`src/rtl/mem_pkg.sv`:
```
// Shared memory-side definitions for the load/store units.
package mem_pkg;

    // Store types share the funct3 encoding of the load types (LB/LH/LW).
    localparam logic [2:0] ST_SB = 3'b000;
    localparam logic [2:0] ST_SH = 3'b001;
    localparam logic [2:0] ST_SW = 3'b010;

    localparam int WORD_BYTES = 4;

    typedef enum logic [1:0] {
        IDLE    = 2'd0,
        BEAT_LO = 2'd1,
        BEAT_HI = 2'd2
    } st_state_e;

endpackage

```
`src/rtl/store_lane_align.sv`:
```
// Combinational lane placement: turns (byte offset, data, type) into a
// 64-bit two-word data image and an 8-bit byte mask spanning both words.
module store_lane_align
    import mem_pkg::*;
(
    input  logic [1:0]  addr_lo,
    input  logic [31:0] data,
    input  logic [2:0]  st_type,
    output logic [63:0] d,
    output logic [7:0]  m,
    output logic        split,
    output logic        valid_type
);

    logic [3:0]  bmask;
    logic [63:0] dz;

    // Pick size-dependent mask and zero-extended data, then shift into lanes.
    always_comb begin
        bmask      = 4'b0000;
        dz         = 64'd0;
        valid_type = 1'b1;
        case (st_type)
            ST_SB: begin
                bmask = 4'b0001;
                dz    = {56'd0, data[7:0]};
            end
            ST_SH: begin
                bmask = 4'b0011;
                dz    = {48'd0, data[15:0]};
            end
            ST_SW: begin
                bmask = 4'b1111;
                dz    = {32'd0, data};
            end
            default: valid_type = 1'b0;
        endcase
        m     = {4'b0000, bmask} << addr_lo;
        d     = dz << {addr_lo, 3'b000};
        split = |m[7:4];
    end

endmodule

```
`src/rtl/store_unit.sv`:
```
// Store unit: accepts SB/SH/SW with any alignment and drives a registered
// word-wide write port with byte strobes, splitting word-crossing stores
// into two consecutive beats.
module store_unit
    import mem_pkg::*;
#(
    parameter int ADDR_WIDTH = 32,
    parameter int DATA_WIDTH = 32,
    parameter int MEM_SIZE   = 512
) (
    input  logic                    clk,
    input  logic                    rst,
    input  logic                    st_valid,
    output logic                    st_ready,
    input  logic [ADDR_WIDTH-1:0]   st_addr,
    input  logic [DATA_WIDTH-1:0]   st_data,
    input  logic [2:0]              st_type,
    output logic                    mem_we,
    output logic [ADDR_WIDTH-3:0]   mem_waddr,
    output logic [DATA_WIDTH-1:0]   mem_wdata,
    output logic [WORD_BYTES-1:0]   mem_wstrb,
    output logic                    st_done,
    output logic                    st_err
);

    // Word index limit widened by one bit so w+1 never wraps to 0.
    localparam logic [ADDR_WIDTH-2:0] MEM_LIMIT = (ADDR_WIDTH-1)'(MEM_SIZE);

    st_state_e state, state_nx;

    logic [63:0] al_d;
    logic [7:0]  al_m;
    logic        al_split;
    logic        al_valid;

    logic [ADDR_WIDTH-2:0] w_ext;
    logic [ADDR_WIDTH-2:0] w_hi;
    logic                  lo_oor;
    logic                  hi_oor;
    logic                  accept;

    // Pending high beat, captured at accept.
    logic                  split_q;
    logic [ADDR_WIDTH-3:0] hi_waddr_q;
    logic [31:0]           hi_wdata_q;
    logic [3:0]            hi_wstrb_q;
    logic                  hi_oor_q;
    logic                  lo_oor_q;

    store_lane_align u_align (
        .addr_lo    (st_addr[1:0]),
        .data       (st_data),
        .st_type    (st_type),
        .d          (al_d),
        .m          (al_m),
        .split      (al_split),
        .valid_type (al_valid)
    );

    assign w_ext  = {1'b0, st_addr[ADDR_WIDTH-1:2]};
    assign w_hi   = w_ext + 1'b1;
    assign lo_oor = (w_ext >= MEM_LIMIT);
    assign hi_oor = (w_hi  >= MEM_LIMIT);
    assign accept = st_valid && st_ready;

    // State register.
    always_ff @(posedge clk) begin
        if (rst) state <= IDLE;
        else     state <= state_nx;
    end

    // Next state and ready; ready depends only on state, split flag and reset.
    always_comb begin
        state_nx = state;
        st_ready = 1'b0;
        case (state)
            IDLE: begin
                st_ready = 1'b1;
                if (accept) state_nx = BEAT_LO;
            end
            BEAT_LO: begin
                if (split_q) begin
                    state_nx = BEAT_HI;
                end else begin
                    st_ready = 1'b1;
                    state_nx = accept ? BEAT_LO : IDLE;
                end
            end
            BEAT_HI: begin
                st_ready = 1'b1;
                state_nx = accept ? BEAT_LO : IDLE;
            end
            default: state_nx = IDLE;
        endcase
        if (rst) st_ready = 1'b0;
    end

    // Write port: load beat 1 on accept, the high beat after a split low
    // beat, otherwise drop the write strobes and completion pulses.
    always_ff @(posedge clk) begin
        if (rst) begin
            mem_we     <= 1'b0;
            mem_waddr  <= '0;
            mem_wdata  <= '0;
            mem_wstrb  <= '0;
            st_done    <= 1'b0;
            st_err     <= 1'b0;
            split_q    <= 1'b0;
            hi_waddr_q <= '0;
            hi_wdata_q <= '0;
            hi_wstrb_q <= '0;
            hi_oor_q   <= 1'b0;
            lo_oor_q   <= 1'b0;
        end else if (accept) begin
            mem_we     <= al_valid && !lo_oor;
            mem_waddr  <= st_addr[ADDR_WIDTH-1:2];
            mem_wdata  <= al_d[31:0];
            mem_wstrb  <= (al_valid && !lo_oor) ? al_m[3:0] : 4'b0000;
            st_done    <= !al_split;
            st_err     <= !al_split && (!al_valid || lo_oor);
            split_q    <= al_split;
            hi_waddr_q <= w_hi[ADDR_WIDTH-3:0];
            hi_wdata_q <= al_d[63:32];
            hi_wstrb_q <= al_m[7:4];
            hi_oor_q   <= hi_oor;
            lo_oor_q   <= lo_oor;
        end else if (state == BEAT_LO && split_q) begin
            mem_we     <= !hi_oor_q;
            mem_waddr  <= hi_waddr_q;
            mem_wdata  <= hi_wdata_q;
            mem_wstrb  <= hi_oor_q ? 4'b0000 : hi_wstrb_q;
            st_done    <= 1'b1;
            st_err     <= lo_oor_q || hi_oor_q;
            split_q    <= 1'b0;
        end else begin
            mem_we     <= 1'b0;
            mem_wstrb  <= 4'b0000;
            st_done    <= 1'b0;
            st_err     <= 1'b0;
            split_q    <= 1'b0;
        end
    end

endmodule
```
`config.mk`:
```
export PLATFORM = sky130hd
export DESIGN_NAME = store_unit
export DESIGN_NICKNAME = d
export VERILOG_FILES = /design/src/rtl/mem_pkg.sv /design/src/rtl/store_lane_align.sv /design/src/rtl/store_unit.sv
export SDC_FILE = /design/constraint.sdc
export NUM_CORES = 1
export LEC_CHECK = 0
export BUFFER_PORTS_ARGS = -buffer_cell sky130_fd_sc_hd__buf_2
export CELL_PAD_IN_SITES_DETAIL_PLACEMENT = 1
export CELL_PAD_IN_SITES_GLOBAL_PLACEMENT = 1
export CORE_ASPECT_RATIO = 1.1
export CORE_UTILIZATION = 39
export DETAILED_ROUTE_END_ITERATION = 8
export HOLD_SLACK_MARGIN = 0.12
export PLACE_DENSITY = 0.88
export SYNTH_ARGS = -nofsm -noshare
export SYNTH_HDL_FRONTEND = slang
export SYNTH_SLANG_ARGS = --single-unit
```
`constraint.sdc`:
```
create_clock -name clk -period 3.6 [get_ports clk]
set_input_delay 1.08 -clock clk [delete_from_list [all_inputs] [get_ports clk]]
set_output_delay 1.08 -clock clk [all_outputs]
set_load 0.02 [all_outputs]
```
# ---- Yosys cells after proc, flatten, opt, wreduce, memory -nomap -nowiden
# Cells that the tools add are included.
dict set report op_classes {
  addsub 1
  n_lt_le_gt_ge 2
  eq_ne 5
  shift 2
  muxes 24
  n_bitwise 1
  n_reduce_logical 17
}
# op count
set op_table {}
lappend op_table {{case mux 32 bit (3 select lines)} 1}
lappend op_table {{2-to-1 mux 32 bit} 2}
lappend op_table {{<< shifter 32 x 5 -> 64 bit} 1}
lappend op_table {{2-to-1 mux 30 bit} 2}
lappend op_table {{adder 30 x 1 -> 31 bit, second input constant} 1}
lappend op_table {{greater-or-equal comparator 31 x 10 -> 1 bit, second input constant} 1}
lappend op_table {{greater-or-equal comparator 30 x 10 -> 1 bit, second input constant} 1}
lappend op_table {{2-to-1 mux 4 bit} 4}
lappend op_table {{case mux 4 bit (3 select lines)} 1}
lappend op_table {{2-to-1 mux 1 bit} 10}
lappend op_table {{<< shifter 4 x 2 -> 8 bit} 1}
lappend op_table {{case mux 2 bit (3 select lines)} 1}
lappend op_table {{logical AND 1 bit} 4}
lappend op_table {{logical NOT 1 bit} 4}
lappend op_table {{2-to-1 mux 2 bit} 2}
lappend op_table {{OR reduction 2 bit} 2}
lappend op_table {{OR reduction 4 bit} 1}
lappend op_table {{equality test 3 x 1 -> 1 bit, second input constant} 1}
lappend op_table {{equality test 3 x 2 -> 1 bit, second input constant} 1}
lappend op_table {{logical NOT 3 bit} 1}
lappend op_table {{OR reduction 3 bit} 1}
lappend op_table {{equality test 2 x 1 -> 1 bit, second input constant} 1}
lappend op_table {{equality test 2 bit, second input constant} 1}
lappend op_table {{logical NOT 2 bit} 1}
lappend op_table {{other kinds (5)} 6}
dict set report totals {
  ff_bits 140
  in_bits 70
  output_inout_bits 70
}

# ---- Longest topological paths before layout
dict set report logic_depth {
  word_depth 8
  mapped_depth 9
  ltp_nobuf 7
}

# ---- Modules after synthesis
# A second synthesis with hierarchy kept.
dict set report hier_totals {
  hier_cells 902
  hier_area_um2 7081.8
}
# module instances cells_each area_each_um2 seq_area_each_um2
set by_module_without_submodules {}
lappend by_module_without_submodules {store_unit 1 744 6014.5 2802.7}
lappend by_module_without_submodules {store_lane_align 1 158 1067.3 0.0}

# ---- Worst setup path before layout
# No wires, ideal clock.
dict set report synth_timing {
  path_kind {input -> register}
  from {input st_addr[2]}
  to {register hi_oor_q}
  arrival_ns 2.964
  t_required_ns 3.471
  path_slack_ns 0.507
  stages 7
  n_path_buf 0
  path_cell_list {ha_1 > nand4_2 > nor4_4 > nand3_1 > or4bb_1 > a211oi_1 > a31oi_1}
}
dict set report synth_between {
  elab_chain_len 2
}
# element line
set synth_rtl {}
lappend synth_rtl {{start: declaration} store_unit.sv:15} ;# input logic [ADDR_WIDTH-1:0] st_addr,
lappend synth_rtl {{adder 30 x 1 -> 31 bit} store_unit.sv:61} ;# assign w_hi = w_ext + 1'b1;
lappend synth_rtl {{greater-or-equal comparator 31 x 10 -> 1 bit} store_unit.sv:63} ;# assign hi_oor = (w_hi >= MEM_LIMIT);
lappend synth_rtl {{end signal: assignment} store_unit.sv:125} ;# hi_oor_q <= hi_oor;
lappend synth_rtl {{end: declaration} store_unit.sv:47} ;# logic hi_oor_q;
# Every way passes these cells.
# A chain may end at the register's enable or synchronous reset.

# ---- Worst setup path in the final report
dict set report layout_timing {
  from {input rst}
  to {output st_ready}
}
dict set report layout_between {
  elab_chain_len 1
}
# element line
set layout_rtl {}
lappend layout_rtl {{start: declaration} store_unit.sv:12} ;# input logic rst,
lappend layout_rtl {{2-to-1 mux 1 bit} store_unit.sv:95} ;# if (rst) st_ready = 1'b0;
lappend layout_rtl {{end: declaration} store_unit.sv:14} ;# output logic st_ready,
# Every way passes these cells.

==> results_dict.tcl <==
set metrics [dict create \
    share_seq_of_total_power_pct 42.2 \
    global_route_wire_length_before_repair_um 36700 \
    worst_path_max_delay_cell "sky130_fd_sc_hd__buf_4" \
    dr.first_iter.drc_count 417 \
    synthesis.instances 846 \
    htreeDepth 4 \
    synth_edf_count 0 \
    yosysSeqAreaShare_pct 39.9 \
    fin_worst_skew_ns 0.00566 \
    syn_to_final_growth_pct 20.9 \
    tns_ns 0 \
    tightest_slew_ns 1.26 \
    core.rowCount 49 \
    clock_power_share_pct 44.8 \
    place.detailed.instances 1133 \
    final_layout_size_suffix_gt1_share_pct 21.5 \
    post-layout-total-power_mw 3.67 \
    grt.overflow.total 0 \
    io-pin-count 140 \
    initial_core_util_pct 40.0 \
    rsz0062_at_grt "false" \
    ir_worst_vdd_v 0.000343 \
    fp.dieH_um 138 \
    critical_path.reg2reg.endpoint "hi_wdata_q[8]$_SDFFE_PP0P_" \
    outcome "finished clean" \
    grt_pass1_vias 6935 \
    setup.worst_path.class "input port to primary output" \
    switch_share_pct 27.2 \
    critical_path_required_ns 2.52 \
    ys.warnings.count 0 \
    critical_path.cell_chain "buf_4, inv_1, and2_1, buf_2" \
    chipWidth_um 126 \
    synth.top_cells.by_count "138 x sky130_fd_sc_hd__nor2_1, 133 x sky130_fd_sc_hd__nand2_1, 131 x sky130_fd_sc_hd__dfxtp_1" \
    number_of_antenna_violations_at_the_first_check_in_global_routing 0 \
    drt-pass1-iter-count 5 \
    final_design_area_no_fill_sq_um 7940 \
    final_hold_viol_count 0 \
    routed-via-count 6856 \
    synth_top_cells_by_area "sky130_fd_sc_hd__dfxtp_1 40%, sky130_fd_sc_hd__nor2_1 7.9%, sky130_fd_sc_hd__nand2_1 7.6%, sky130_fd_sc_hd__a22oi_1 4.7%, sky130_fd_sc_hd__a311oi_1 4.3%" \
    worstSetupEndpointType "primary output" \
    clk_root_buf "sky130_fd_sc_hd__clkbuf_16" \
    synth_top_area_share_pct 39.9 \
    wp_data_arrival_ns 1.90 \
    numPortBuffers 139 \
    groute.usage.overall_pct 26.8 \
    wirelength_um 22800 \
    post_dp_area_sq_um 7380 \
    finalHoldWorstSlack_ns 0.451 \
    numClockSinks 131 \
    min_delay_path_depth 2 \
    drv_cap 0 \
    clock_tree.buffer_depth 2 \
    gp_routability_congestion 0.939 \
    slew_violations 0 \
    cpPeakStageDelay_ns 0.25 \
    type_of_origin_of_the_critical_path "input port" \
    synth-seq-cells 131 \
    setup-violations-final 0 \
    max_freq_mhz 336 \
    internal_power_mw 2.67 \
    timing.final.crit_share_pct 82.8 \
    min-delay-path-class "register to register" \
    ys_async_sr_fraction_pct 0 \
    whs_endpoint "mem_waddr[26]$_SDFFE_PP0P_" \
    p_switching_mw 0.998 \
    cts_buffers 17 \
    power_per_cell_area_nw_per_um2 462 \
    path_clk_slew_ns 0.05 \
    ant_nets 0 \
    post_cts.repair.setup_buffers 0 \
    timing.rr.start "state[1]$_SDFFE_PP0P_" \
    library_cell_occupying_the_most_area_in_the_post_synthesis_netlist "sky130_fd_sc_hd__dfxtp_1" \
    synth_flop_cell "sky130_fd_sc_hd__dfxtp_1" \
    core_sq_um 16400 \
    remaining_drc_errors 0 \
    num_antenna_cells 0 \
    crit_path_max_fanout 25 \
    layout.cells.non_filler 1165 \
    hold_fix_buffer_count_after_cts 0 \
    worst_r2r_path_depth 7 \
    vias_per_cell 5.88 \
    grt_max_degree 101 \
    regToRegSetupSlack_ns 1.00 \
    synth_fp_nets 919 \
    synthesis.area_per_instance_sq_um 7.76 \
    n_fill_cell 2079 \
    layout_nets 1021 \
    power.leakage_nw 3.09 \
    ctsResizeCount 0 \
    dp.final_hpwl_um 16000 \
    die-area_sq_um 17400 \
    power.share.combinational_pct 12.9 \
    clock_tree_from_tritoncts "yes" \
    netlist_area_sq_um 6570 \
    worst_skew_pair.late_latency_ns 0.42 \
    max-slew-margin-rel_pct 16.0 \
    synthDistinctLibCells 56 \
    final_period_minus_worst_setup_slack_ns 2.98 \
    wire_per_inst_um 19.6 \
    hold_start "mem_waddr[26]$_SDFFE_PP0P_" \
    yosys.cell_count.top_type "sky130_fd_sc_hd__nor2_1" \
]
logic make-up after synthesis:
group	Yosys count	share of synthesized area (%)
muxes	16	2.61
xor gates and xnor gates	28	3.73
buffers and inverters	81	4.78
and+or+nand+nor	370	25.6
AOI/OAI and AO/OA	217	22.8
DFF	131	39.9
adders and majority gates	3	0.572
stage by stage:
step	setup WS [ns]	utilization, %
6_report	0.620	48.3
4_1_cts	0.600	48.3
3_3_place_gp	0.355	44.9
3_5_place_dp	0.257	44.9
2_1_floorplan	0.507	-
5_1_grt	0.536	48.3
cells in the final DEF, fill, tap and decap left out, types with 3 or more instances in the layout:
cell,n
sky130_fd_sc_hd__buf_2,138
sky130_fd_sc_hd__nor2_1,137
sky130_fd_sc_hd__nand2_1,132
sky130_fd_sc_hd__dfxtp_1,131
sky130_fd_sc_hd__o21ai_0,41
sky130_fd_sc_hd__a22oi_1,41
sky130_fd_sc_hd__a211oi_1,36
sky130_fd_sc_hd__a21oi_1,34
sky130_fd_sc_hd__a311oi_1,32
sky130_fd_sc_hd__buf_4,20
sky130_fd_sc_hd__clkbuf_16,17
sky130_fd_sc_hd__xnor2_1,16
sky130_fd_sc_hd__and3_1,15
sky130_fd_sc_hd__nand3_1,15
sky130_fd_sc_hd__xor2_1,12
sky130_fd_sc_hd__a31oi_1,10
sky130_fd_sc_hd__nor3_1,10
sky130_fd_sc_hd__mux2_2,9
sky130_fd_sc_hd__nor4_1,8
sky130_fd_sc_hd__nand4_1,8
sky130_fd_sc_hd__a221oi_1,8
sky130_fd_sc_hd__mux2i_1,7
sky130_fd_sc_hd__nand2b_1,6
sky130_fd_sc_hd__and4_1,6
sky130_fd_sc_hd__inv_1,5
sky130_fd_sc_hd__and2_1,5
sky130_fd_sc_hd__clkinvlp_4,4
sky130_fd_sc_hd__clkinv_2,4
sky130_fd_sc_hd__or3_1,3
sky130_fd_sc_hd__or2_2,3
sky130_fd_sc_hd__or4_1,3
sky130_fd_sc_hd__nand3b_1,3
sky130_fd_sc_hd__ha_1,3
sky130_fd_sc_hd__clkbuf_8,3
sky130_fd_sc_hd__clkbuf_1,3
final cells by class:
class / count / area (sq um) / area share (%)
well taps: 204 / 255 / 3.22
multi-input cells: 634 / 3640 / 45.8
clock buffers: 23 / 478 / 6.02
inverters: 6 / 22.5 / 0.284
repair buffers: 158 / 841 / 10.6
flip-flops and latches: 131 / 2620 / 33.0
clock inverters: 9 / 80.1 / 1.01
state kept, by name, summed over array words and instances, names as in the netlist, 2 cells and up:
signal,cells
state,2
hi_wstrb_q,3
mem_waddr,30
hi_wdata_q,24
mem_wdata,32
mem_wstrb,4
hi_waddr_q,30
power groups by stage:
| stage | registers, mW | clock network [mW] | logic [mW] |
|---|---|---|---|
| after global placement | 1.58 | 0 | 0.461 |
| after global routing | 1.56 | 1.74 | 0.520 |
| after CTS | 1.55 | 1.68 | 0.476 |
| final | 1.55 | 1.65 | 0.475 |
| after detailed placement | 1.58 | 0 | 0.471 |
| after floorplan | 1.62 | 0 | 0.247 |
worst max path at each step:
| stage | startpoint | to | slack [ns] | cells past startpoint |
|---|---|---|---|---|
| finish | rst | st_ready | 0.62 | 4 |
| global route | st_addr[3] | hi_oor_q$_SDFFE_PP0P_ | 0.54 | 9 |
| CTS | rst | st_ready | 0.60 | 4 |
| detailed placement | st_addr[3] | hi_oor_q$_SDFFE_PP0P_ | 0.26 | 9 |
| global placement | st_addr[3] | hi_oor_q$_SDFFE_PP0P_ | 0.36 | 9 |
| floorplan | st_addr[2] | hi_oor_q$_SDFFE_PP0P_ | 0.51 | 7 |
per-layer routing:
layer / global-route usage (%) / vias up / wire length, um
li1: - / 3225 / -
met1: 30.8 / 3336 / 9430
met2: 46.7 / 234 / 11300
met3: 5.34 / 61 / 1110
met4: 14.4 / 0 / 938
met5: 0 / - / 0
worst max-delay path: cells and delay by family:
kind | cells | cell delay [ns]
buffers and inverters | 3 | 0.62
AND/OR/NAND/NOR | 1 | 0.19
No activity file was read; power rests on OpenSTA's default activity.
